### config.mk
export PLATFORM = sky130hd
export DESIGN_NAME = run_controller_flat
export DESIGN_NICKNAME = d
export VERILOG_FILES = /design/src/rtl/run_controller_if.sv /design/src/rtl/run_controller.sv /design/src/flat_wrapper.sv
export SDC_FILE = /design/constraint.sdc
export NUM_CORES = 1
export LEC_CHECK = 0
export BUFFER_PORTS_ARGS = -buffer_cell sky130_fd_sc_hd__buf_2
export CORE_ASPECT_RATIO = 1.4
export CORE_MARGIN = 10
export CORE_UTILIZATION = 50
export CTS_CLUSTER_SIZE = 24
export DETAILED_ROUTE_END_ITERATION = 10
export GPL_ROUTABILITY_DRIVEN = 0
export GPL_TIMING_DRIVEN = 0
export PLACE_DENSITY = 0.86
export SYNTH_ARGS = -nofsm -noshare
export SYNTH_HDL_FRONTEND = slang
export SYNTH_SLANG_ARGS = --single-unit
### constraint.sdc
create_clock -name clk_i -period 5.25 [get_ports clk_i]
set_clock_uncertainty 0.15 [all_clocks]
set_input_delay 0.525 -clock clk_i [delete_from_list [all_inputs] [get_ports clk_i]]
set_output_delay 0.525 -clock clk_i [all_outputs]
set_load 0.05 [all_outputs]
### src/rtl/run_controller_if.sv
// Run-controller bus: host control/verdict signals plus the snooped core store port.
// master = run_controller side, slave = host/bench/stub-core side.
interface run_controller_if #(
    parameter int unsigned ADDR_W = 32,
    parameter int unsigned DATA_W = 32,
    parameter int unsigned CNT_W  = 16
);
    // Host control
    logic              start;
    logic [DATA_W-1:0] expect_data;

    // Core snoop
    logic [ADDR_W-1:0] pc;
    logic              memwrite;
    logic [ADDR_W-1:0] aluout;
    logic [DATA_W-1:0] writedata;
    logic              core_reset;

    // Verdict
    logic              busy;
    logic              done;
    logic              pass;
    logic [1:0]        fail_code;
    logic [CNT_W-1:0]  cycle_count;

    // Store-address trace readout
    logic [1:0]        trace_idx;
    logic [ADDR_W-1:0] trace_addr;

    modport master (
        input  start,
        input  expect_data,
        input  pc,
        input  memwrite,
        input  aluout,
        input  writedata,
        input  trace_idx,
        output core_reset,
        output busy,
        output done,
        output pass,
        output fail_code,
        output cycle_count,
        output trace_addr
    );

    modport slave (
        output start,
        output expect_data,
        output pc,
        output memwrite,
        output aluout,
        output writedata,
        output trace_idx,
        input  core_reset,
        input  busy,
        input  done,
        input  pass,
        input  fail_code,
        input  cycle_count,
        input  trace_addr
    );
endinterface

### src/rtl/run_controller.sv
// Run-control harness for the single-cycle MIPS core: reset sequencing, cycle counting and
// done-store / stall / timeout verdicts. Optional store trace buffer under RUN_CTRL_TRACE_EN.
module run_controller #(
    parameter int unsigned       RST_CYCLES  = 4,
    parameter int unsigned       TIMEOUT     = 1024,
    parameter int unsigned       STALL_LIMIT = 16,
    parameter int unsigned       ADDR_W      = 32,
    parameter int unsigned       DATA_W      = 32,
    parameter logic [ADDR_W-1:0] DONE_ADDR   = ADDR_W'(32'h0000_0054),
    parameter int unsigned       CNT_W       = 16
) (
    input logic               clk_i,
    input logic               rst_ni,
    run_controller_if.master  bus_io
);

    localparam int unsigned HoldW  = (RST_CYCLES > 1) ? $clog2(RST_CYCLES) : 1;
    localparam int unsigned StallW = $clog2(STALL_LIMIT + 1);

    localparam logic [HoldW-1:0]  HoldLast  = HoldW'(RST_CYCLES - 1);
    localparam logic [StallW-1:0] StallLast = StallW'(STALL_LIMIT - 1);
    localparam logic [CNT_W-1:0]  CntLast   = CNT_W'(TIMEOUT - 1);

    localparam logic [1:0] CodeNone    = 2'b00;
    localparam logic [1:0] CodeData    = 2'b01;
    localparam logic [1:0] CodeStall   = 2'b10;
    localparam logic [1:0] CodeTimeout = 2'b11;

    typedef enum logic [2:0] {
        StIdle,
        StResetHold,
        StRun,
        StPass,
        StFail
    } state_e;

    state_e              state_q, state_d;
    logic [HoldW-1:0]    hold_cnt_q, hold_cnt_d;
    logic [StallW-1:0]   stall_cnt_q, stall_cnt_d;
    logic [ADDR_W-1:0]   last_pc_q, last_pc_d;
    logic [CNT_W-1:0]    cycle_cnt_q, cycle_cnt_d;
    logic [1:0]          fail_code_q, fail_code_d;
    logic                core_reset_q, core_reset_d;
    logic                busy_q, busy_d;
    logic                done_q, done_d;
    logic                pass_q, pass_d;

    logic                enter_hold;
    logic                done_store;
    logic                pc_same;

    assign done_store = bus_io.memwrite && (bus_io.aluout == DONE_ADDR);
    assign pc_same    = (bus_io.pc == last_pc_q);

    always_comb begin
        state_d     = state_q;
        hold_cnt_d  = hold_cnt_q;
        stall_cnt_d = stall_cnt_q;
        last_pc_d   = last_pc_q;
        cycle_cnt_d = cycle_cnt_q;
        fail_code_d = fail_code_q;
        enter_hold  = 1'b0;

        unique case (state_q)
            StIdle: begin
                enter_hold = bus_io.start;
            end

            StResetHold: begin
                // Track pc while the core is held so the first RUN cycle compares against it.
                last_pc_d = bus_io.pc;
                if (hold_cnt_q == HoldLast) begin
                    state_d = StRun;
                end else begin
                    hold_cnt_d = hold_cnt_q + 1'b1;
                end
            end

            StRun: begin
                last_pc_d = bus_io.pc;
                if (cycle_cnt_q != {CNT_W{1'b1}}) begin
                    cycle_cnt_d = cycle_cnt_q + 1'b1;
                end
                stall_cnt_d = pc_same ? stall_cnt_q + 1'b1 : '0;

                if (done_store) begin
                    if (bus_io.writedata == bus_io.expect_data) begin
                        state_d = StPass;
                    end else begin
                        state_d     = StFail;
                        fail_code_d = CodeData;
                    end
                end else if (pc_same && (stall_cnt_q == StallLast)) begin
                    state_d     = StFail;
                    fail_code_d = CodeStall;
                end else if (cycle_cnt_q == CntLast) begin
                    state_d     = StFail;
                    fail_code_d = CodeTimeout;
                end
            end

            StPass, StFail: begin
                enter_hold = bus_io.start;
            end

            default: begin
                state_d = StIdle;
            end
        endcase

        if (enter_hold) begin
            state_d     = StResetHold;
            hold_cnt_d  = '0;
            stall_cnt_d = '0;
            cycle_cnt_d = '0;
            fail_code_d = CodeNone;
        end

        // Outputs are registered from the next state so the verdict lands with the state.
        core_reset_d = (state_d != StRun);
        busy_d       = (state_d == StResetHold) || (state_d == StRun);
        done_d       = (state_d == StPass) || (state_d == StFail);
        pass_d       = (state_d == StPass);
    end

    always_ff @(posedge clk_i or negedge rst_ni) begin
        if (!rst_ni) begin
            state_q      <= StIdle;
            hold_cnt_q   <= '0;
            stall_cnt_q  <= '0;
            last_pc_q    <= '0;
            cycle_cnt_q  <= '0;
            fail_code_q  <= CodeNone;
            core_reset_q <= 1'b1;
            busy_q       <= 1'b0;
            done_q       <= 1'b0;
            pass_q       <= 1'b0;
        end else begin
            state_q      <= state_d;
            hold_cnt_q   <= hold_cnt_d;
            stall_cnt_q  <= stall_cnt_d;
            last_pc_q    <= last_pc_d;
            cycle_cnt_q  <= cycle_cnt_d;
            fail_code_q  <= fail_code_d;
            core_reset_q <= core_reset_d;
            busy_q       <= busy_d;
            done_q       <= done_d;
            pass_q       <= pass_d;
        end
    end

    assign bus_io.core_reset  = core_reset_q;
    assign bus_io.busy        = busy_q;
    assign bus_io.done        = done_q;
    assign bus_io.pass        = pass_q;
    assign bus_io.fail_code   = fail_code_q;
    assign bus_io.cycle_count = cycle_cnt_q;

`ifdef RUN_CTRL_TRACE_EN
    logic [ADDR_W-1:0] trace_q [4];
    logic [1:0]        wrptr_q;
    logic [1:0]        rd_ptr;

    always_ff @(posedge clk_i or negedge rst_ni) begin
        if (!rst_ni) begin
            for (int i = 0; i < 4; i++) begin
                trace_q[i] <= '0;
            end
            wrptr_q <= '0;
        end else if (enter_hold) begin
            // Cleared entries double as the "empty reads 0" marker.
            for (int i = 0; i < 4; i++) begin
                trace_q[i] <= '0;
            end
            wrptr_q <= '0;
        end else if ((state_q == StRun) && bus_io.memwrite) begin
            trace_q[wrptr_q] <= bus_io.aluout;
            wrptr_q          <= wrptr_q + 2'd1;
        end
    end

    assign rd_ptr            = wrptr_q - 2'd1 - bus_io.trace_idx;
    assign bus_io.trace_addr = trace_q[rd_ptr];
`else
    logic unused_trace_idx;
    assign unused_trace_idx  = ^bus_io.trace_idx;
    assign bus_io.trace_addr = '0;
`endif

endmodule
### src/flat_wrapper.sv
// flat-port wrapper written by rule: the top's interface ports become plain ports
module run_controller_flat 
#(
    parameter int unsigned       RST_CYCLES  = 4,
    parameter int unsigned       TIMEOUT     = 1024,
    parameter int unsigned       STALL_LIMIT = 16,
    parameter int unsigned       ADDR_W      = 32,
    parameter int unsigned       DATA_W      = 32,
    parameter logic [ADDR_W-1:0] DONE_ADDR   = ADDR_W'(32'h0000_0054),
    parameter int unsigned       CNT_W       = 16
)
  (clk_i, rst_ni, bus_io_start, bus_io_expect_data, bus_io_pc, bus_io_memwrite, bus_io_aluout, bus_io_writedata, bus_io_trace_idx, bus_io_core_reset, bus_io_busy, bus_io_done, bus_io_pass, bus_io_fail_code, bus_io_cycle_count, bus_io_trace_addr);
  run_controller_if #(.ADDR_W(ADDR_W), .DATA_W(DATA_W), .CNT_W(CNT_W)) bus_io_i ();
  input logic clk_i;
  input logic rst_ni;
  input wire logic [$bits(bus_io_i.start)-1:0] bus_io_start;
  input wire logic [$bits(bus_io_i.expect_data)-1:0] bus_io_expect_data;
  input wire logic [$bits(bus_io_i.pc)-1:0] bus_io_pc;
  input wire logic [$bits(bus_io_i.memwrite)-1:0] bus_io_memwrite;
  input wire logic [$bits(bus_io_i.aluout)-1:0] bus_io_aluout;
  input wire logic [$bits(bus_io_i.writedata)-1:0] bus_io_writedata;
  input wire logic [$bits(bus_io_i.trace_idx)-1:0] bus_io_trace_idx;
  output wire logic [$bits(bus_io_i.core_reset)-1:0] bus_io_core_reset;
  output wire logic [$bits(bus_io_i.busy)-1:0] bus_io_busy;
  output wire logic [$bits(bus_io_i.done)-1:0] bus_io_done;
  output wire logic [$bits(bus_io_i.pass)-1:0] bus_io_pass;
  output wire logic [$bits(bus_io_i.fail_code)-1:0] bus_io_fail_code;
  output wire logic [$bits(bus_io_i.cycle_count)-1:0] bus_io_cycle_count;
  output wire logic [$bits(bus_io_i.trace_addr)-1:0] bus_io_trace_addr;
  assign bus_io_i.start = bus_io_start;
  assign bus_io_i.expect_data = bus_io_expect_data;
  assign bus_io_i.pc = bus_io_pc;
  assign bus_io_i.memwrite = bus_io_memwrite;
  assign bus_io_i.aluout = bus_io_aluout;
  assign bus_io_i.writedata = bus_io_writedata;
  assign bus_io_i.trace_idx = bus_io_trace_idx;
  assign bus_io_core_reset = bus_io_i.core_reset;
  assign bus_io_busy = bus_io_i.busy;
  assign bus_io_done = bus_io_i.done;
  assign bus_io_pass = bus_io_i.pass;
  assign bus_io_fail_code = bus_io_i.fail_code;
  assign bus_io_cycle_count = bus_io_i.cycle_count;
  assign bus_io_trace_addr = bus_io_i.trace_addr;
  run_controller #(.RST_CYCLES(RST_CYCLES), .TIMEOUT(TIMEOUT), .STALL_LIMIT(STALL_LIMIT), .ADDR_W(ADDR_W), .DATA_W(DATA_W), .DONE_ADDR(DONE_ADDR), .CNT_W(CNT_W)) u_core (.clk_i(clk_i), .rst_ni(rst_ni), .bus_io(bus_io_i));
endmodule
==> results.json <==
{
  "clock_latency_ps": 340,
  "status": "completed",
  "layout-drive-gt1-share": 0.4250,
  "dieArea_um2": 11740,
  "p_int_mw": 1.351,
  "ys_async_sr_fraction": 1.000,
  "power.leakage_nw": 2.414,
  "post_cts_buffers": 0,
  "avgViaCountPerCell": 5.187,
  "p_per_area_nw_per_um2": 425.8,
  "hold_viol_final": 0,
  "fin_crit_ps": 2634,
  "drv_cap": 0,
  "boundaryPins": 188,
  "post_cts_resized": 0,
  "hold_buffers": 0,
  "die_w_um": 94.48,
  "antenna_found_initial": 0,
  "critPathMaxFanout": 4,
  "holdCritPathClass": "input port to async pin",
  "rr_startpoint": "u_core.last_pc_q[20]",
  "post-route-util": 0.6636,
  "critPathRequiredTime_ps": 5350,
  "combPwrFrac": 0.450,
  "grt-ovfl-total": 0,
  "drt_wl_total_um": 10810,
  "worstReg2RegEnd": "u_core.bus_io.fail_code[0]",
  "worst_setup_path_start_kind": "flop",
  "grt_pass1_wl_um": 16920,
  "portBuffers": 153,
  "worst_pin_slew_ps": 807.2,
  "ant_nets": 0,
  "synth-edff-count": 0,
  "min_period_over_period": 0.5017,
  "route.detailed.drc": 0,
  "synthesis.area_um2": 3882,
  "dr.pass1.iters": 4,
  "dr_total_vias": 3460,
  "clkPwrFrac": 0.190,
  "arrival_ps": 2740,
  "synthDistinctLibCells": 47,
  "fmax_ghz": 0.3797,
  "r2r_cells": 6,
  "peakVddDrop_v": 0.0001902,
  "setup_tns_ps": 0,
  "diodes": 0,
  "wl_per_cell_um": 16.20,
  "setup_violations": 0,
  "synthFlopType": "dfrtp_1",
  "synth-seq-cells": 64,
  "clk_pin_slew_ps": 70,
  "dp_hpwl_um": 8983,
  "htree_levels": 3,
  "yosysSeqAreaShare": 0.4128,
  "cp-end-kind": "flop",
  "cts_buffers": 9,
  "power_switching_mw": 0.8123,
  "core_um2": 7655,
  "area_delta_synth_final_pct": 30.84,
  "syn_inst": 368,
  "initialDrtViolationCount": 87,
  "rrSetupSlack_ps": 2620,
  "power_frac_seq": 0.360,
  "cts_sinks": 64,
  "syn_area_per_cell_um2": 10.55,
  "cts_tree": "yes",
  "yosys_warnings": 0,
  "grt_max_degree": 65,
  "start_util": 0.5072,
  "final_max_slew_viol_count": 0,
  "cts_root_buffer": "clkbuf_8",
  "nets": 701,
  "clock_path_buffers": 2,
  "die_h_um": 124.3,
  "switching_share": 0.3755,
  "grt_pass1_vias": 3711,
  "fp-row-count": 38,
  "slew_headroom": 0.4618,
  "grt_use_total": 0.1812,
  "critPathKind": "flop to flop",
  "rsz0062_at_grt": "false"
}
## state kept, by name (all words and copies together), names as in the netlist
signal,cells
u_core.last_pc_q,32
u_core.bus_io.cycle_count,16
u_core.stall_cnt_q,5
u_core.state_q,3
u_core.bus_io.fail_code,2
u_core.hold_cnt_q,2
u_core.bus_io.busy,1
u_core.bus_io.core_reset,1
u_core.bus_io.done,1
u_core.bus_io.pass,1
## kinds of logic after synthesis
logic type / count (synthesis) / share of synthesized area
compound gates: 44 / 0.07025
mux: 35 / 0.1005
buf+inv: 47 / 0.08250
xor+xnor: 70 / 0.1579
fa+ha+maj: 4 / 0.01289
flops: 64 / 0.4128
simple gates: 103 / 0.1621
other cells: 1 / 0.0009659
## worst max-delay path, stage by stage, from the launching register on
cell       delay, ps
dfrtp_1          380
xnor2_1          180
nand4_1          140
nor4_1           590
nand3_1          310
a2111oi_2        530
mux2i_1          280
## power by group through the flow
stage               Clock, mW  Sequential (mW)  Combinational (mW)
global route            0.443            0.798                1.06
CTS                     0.420            0.779               0.986
detailed placement          0            0.787               0.979
finish                  0.411            0.780               0.973
floorplan                   0            0.845               0.675
global placement            0            0.773               0.945
## final cells by class
type,instances,area (um2)
flip-flops and latches,64,1603
fillers,611,2575
clock inverters,3,42.54
repair buffers,153,768.2
plain buffers,40,294.0
well taps,100,125.1
inverters,7,26.28
multi-input cells,288,2076
clock buffers,12,145.1
## worst max-delay path by stage
stage / start / slack [ps] / to / depth (start not counted)
after floorplan: u_core.bus_io.cycle_count[2] / 2810 / u_core.bus_io.cycle_count[0] / 7
after global placement: bus_io_pc[0] / 2520 / u_core.bus_io.fail_code[0] / 7
after detailed placement: bus_io_pc[20] / 2340 / u_core.bus_io.fail_code[0] / 7
after CTS: u_core.last_pc_q[20] / 2600 / u_core.bus_io.fail_code[0] / 6
after global routing: u_core.last_pc_q[17] / 2460 / u_core.bus_io.fail_code[0] / 6
final: u_core.last_pc_q[20] / 2620 / u_core.bus_io.fail_code[0] / 6
## cells in the final DEF, fill, tap and decap left out, drive strengths merged, types with 3 or more instances in the layout
cell type	netlist	routed
dfrtp	63	63
clkbuf	4	16
nand3	7	7
or4	3	3
mux2i	3	3
o31ai	3	3
nor3	4	4
and3	3	3
nor2	14	14
conb	1	32
nand4	26	26
xnor2	66	66
nor4	9	9
xor2	4	4
mux2	32	32
buf	36	189
or3	9	9
o21ai	13	13
nand2	14	14
inv	7	7
nand2b	4	4
a21oi	15	15
ha	4	4
## cell usage after synthesis, types with 3 or more instances
master	instances	area, um2
xnor2_1	66	578.1
dfrtp_1	63	1577
buf_4	32	240.2
mux2_2	32	360.4
nand4_1	24	150.1
a21oi_1	15	75.07
nand2_1	14	52.55
nor2_1	14	52.55
nor4_1	9	56.30
o21ai_1	9	45.04
or3_1	9	56.30
inv_1	7	26.28
nand3_1	7	35.03
clkbuf_1	4	15.01
ha_1	4	50.05
nand2b_1	4	25.02
o21ai_0	4	20.02
xor2_1	4	35.03
and3_1	3	18.77
buf_6	3	33.78
mux2i_1	3	30.03
nor3_1	3	15.01
o31ai_1	3	22.52
## layer usage
metal  global-route usage  routed length [um]
met1               0.1794                3780
met2               0.3177                5443
met3              0.07600                1312
met4              0.07686                 269
met5                    0                   0
## stage by stage
stage          total power, mW  cell area [um2]  hold slack, ps  setup WS [ps]  std cells
3_3_place_gp             1.718             4890           339.8           2520        652
6_report                 2.163             5080           128.9           2616        667
4_1_cts                  2.185             5080           147.1           2597        667
3_5_place_dp             1.766             4892           360.3           2340        652
2_1_floorplan            1.520             3999           79.41           2811        399
5_1_grt                  2.299             5080           188.5           2456        667
No activity file was read; power rests on OpenSTA's default activity.
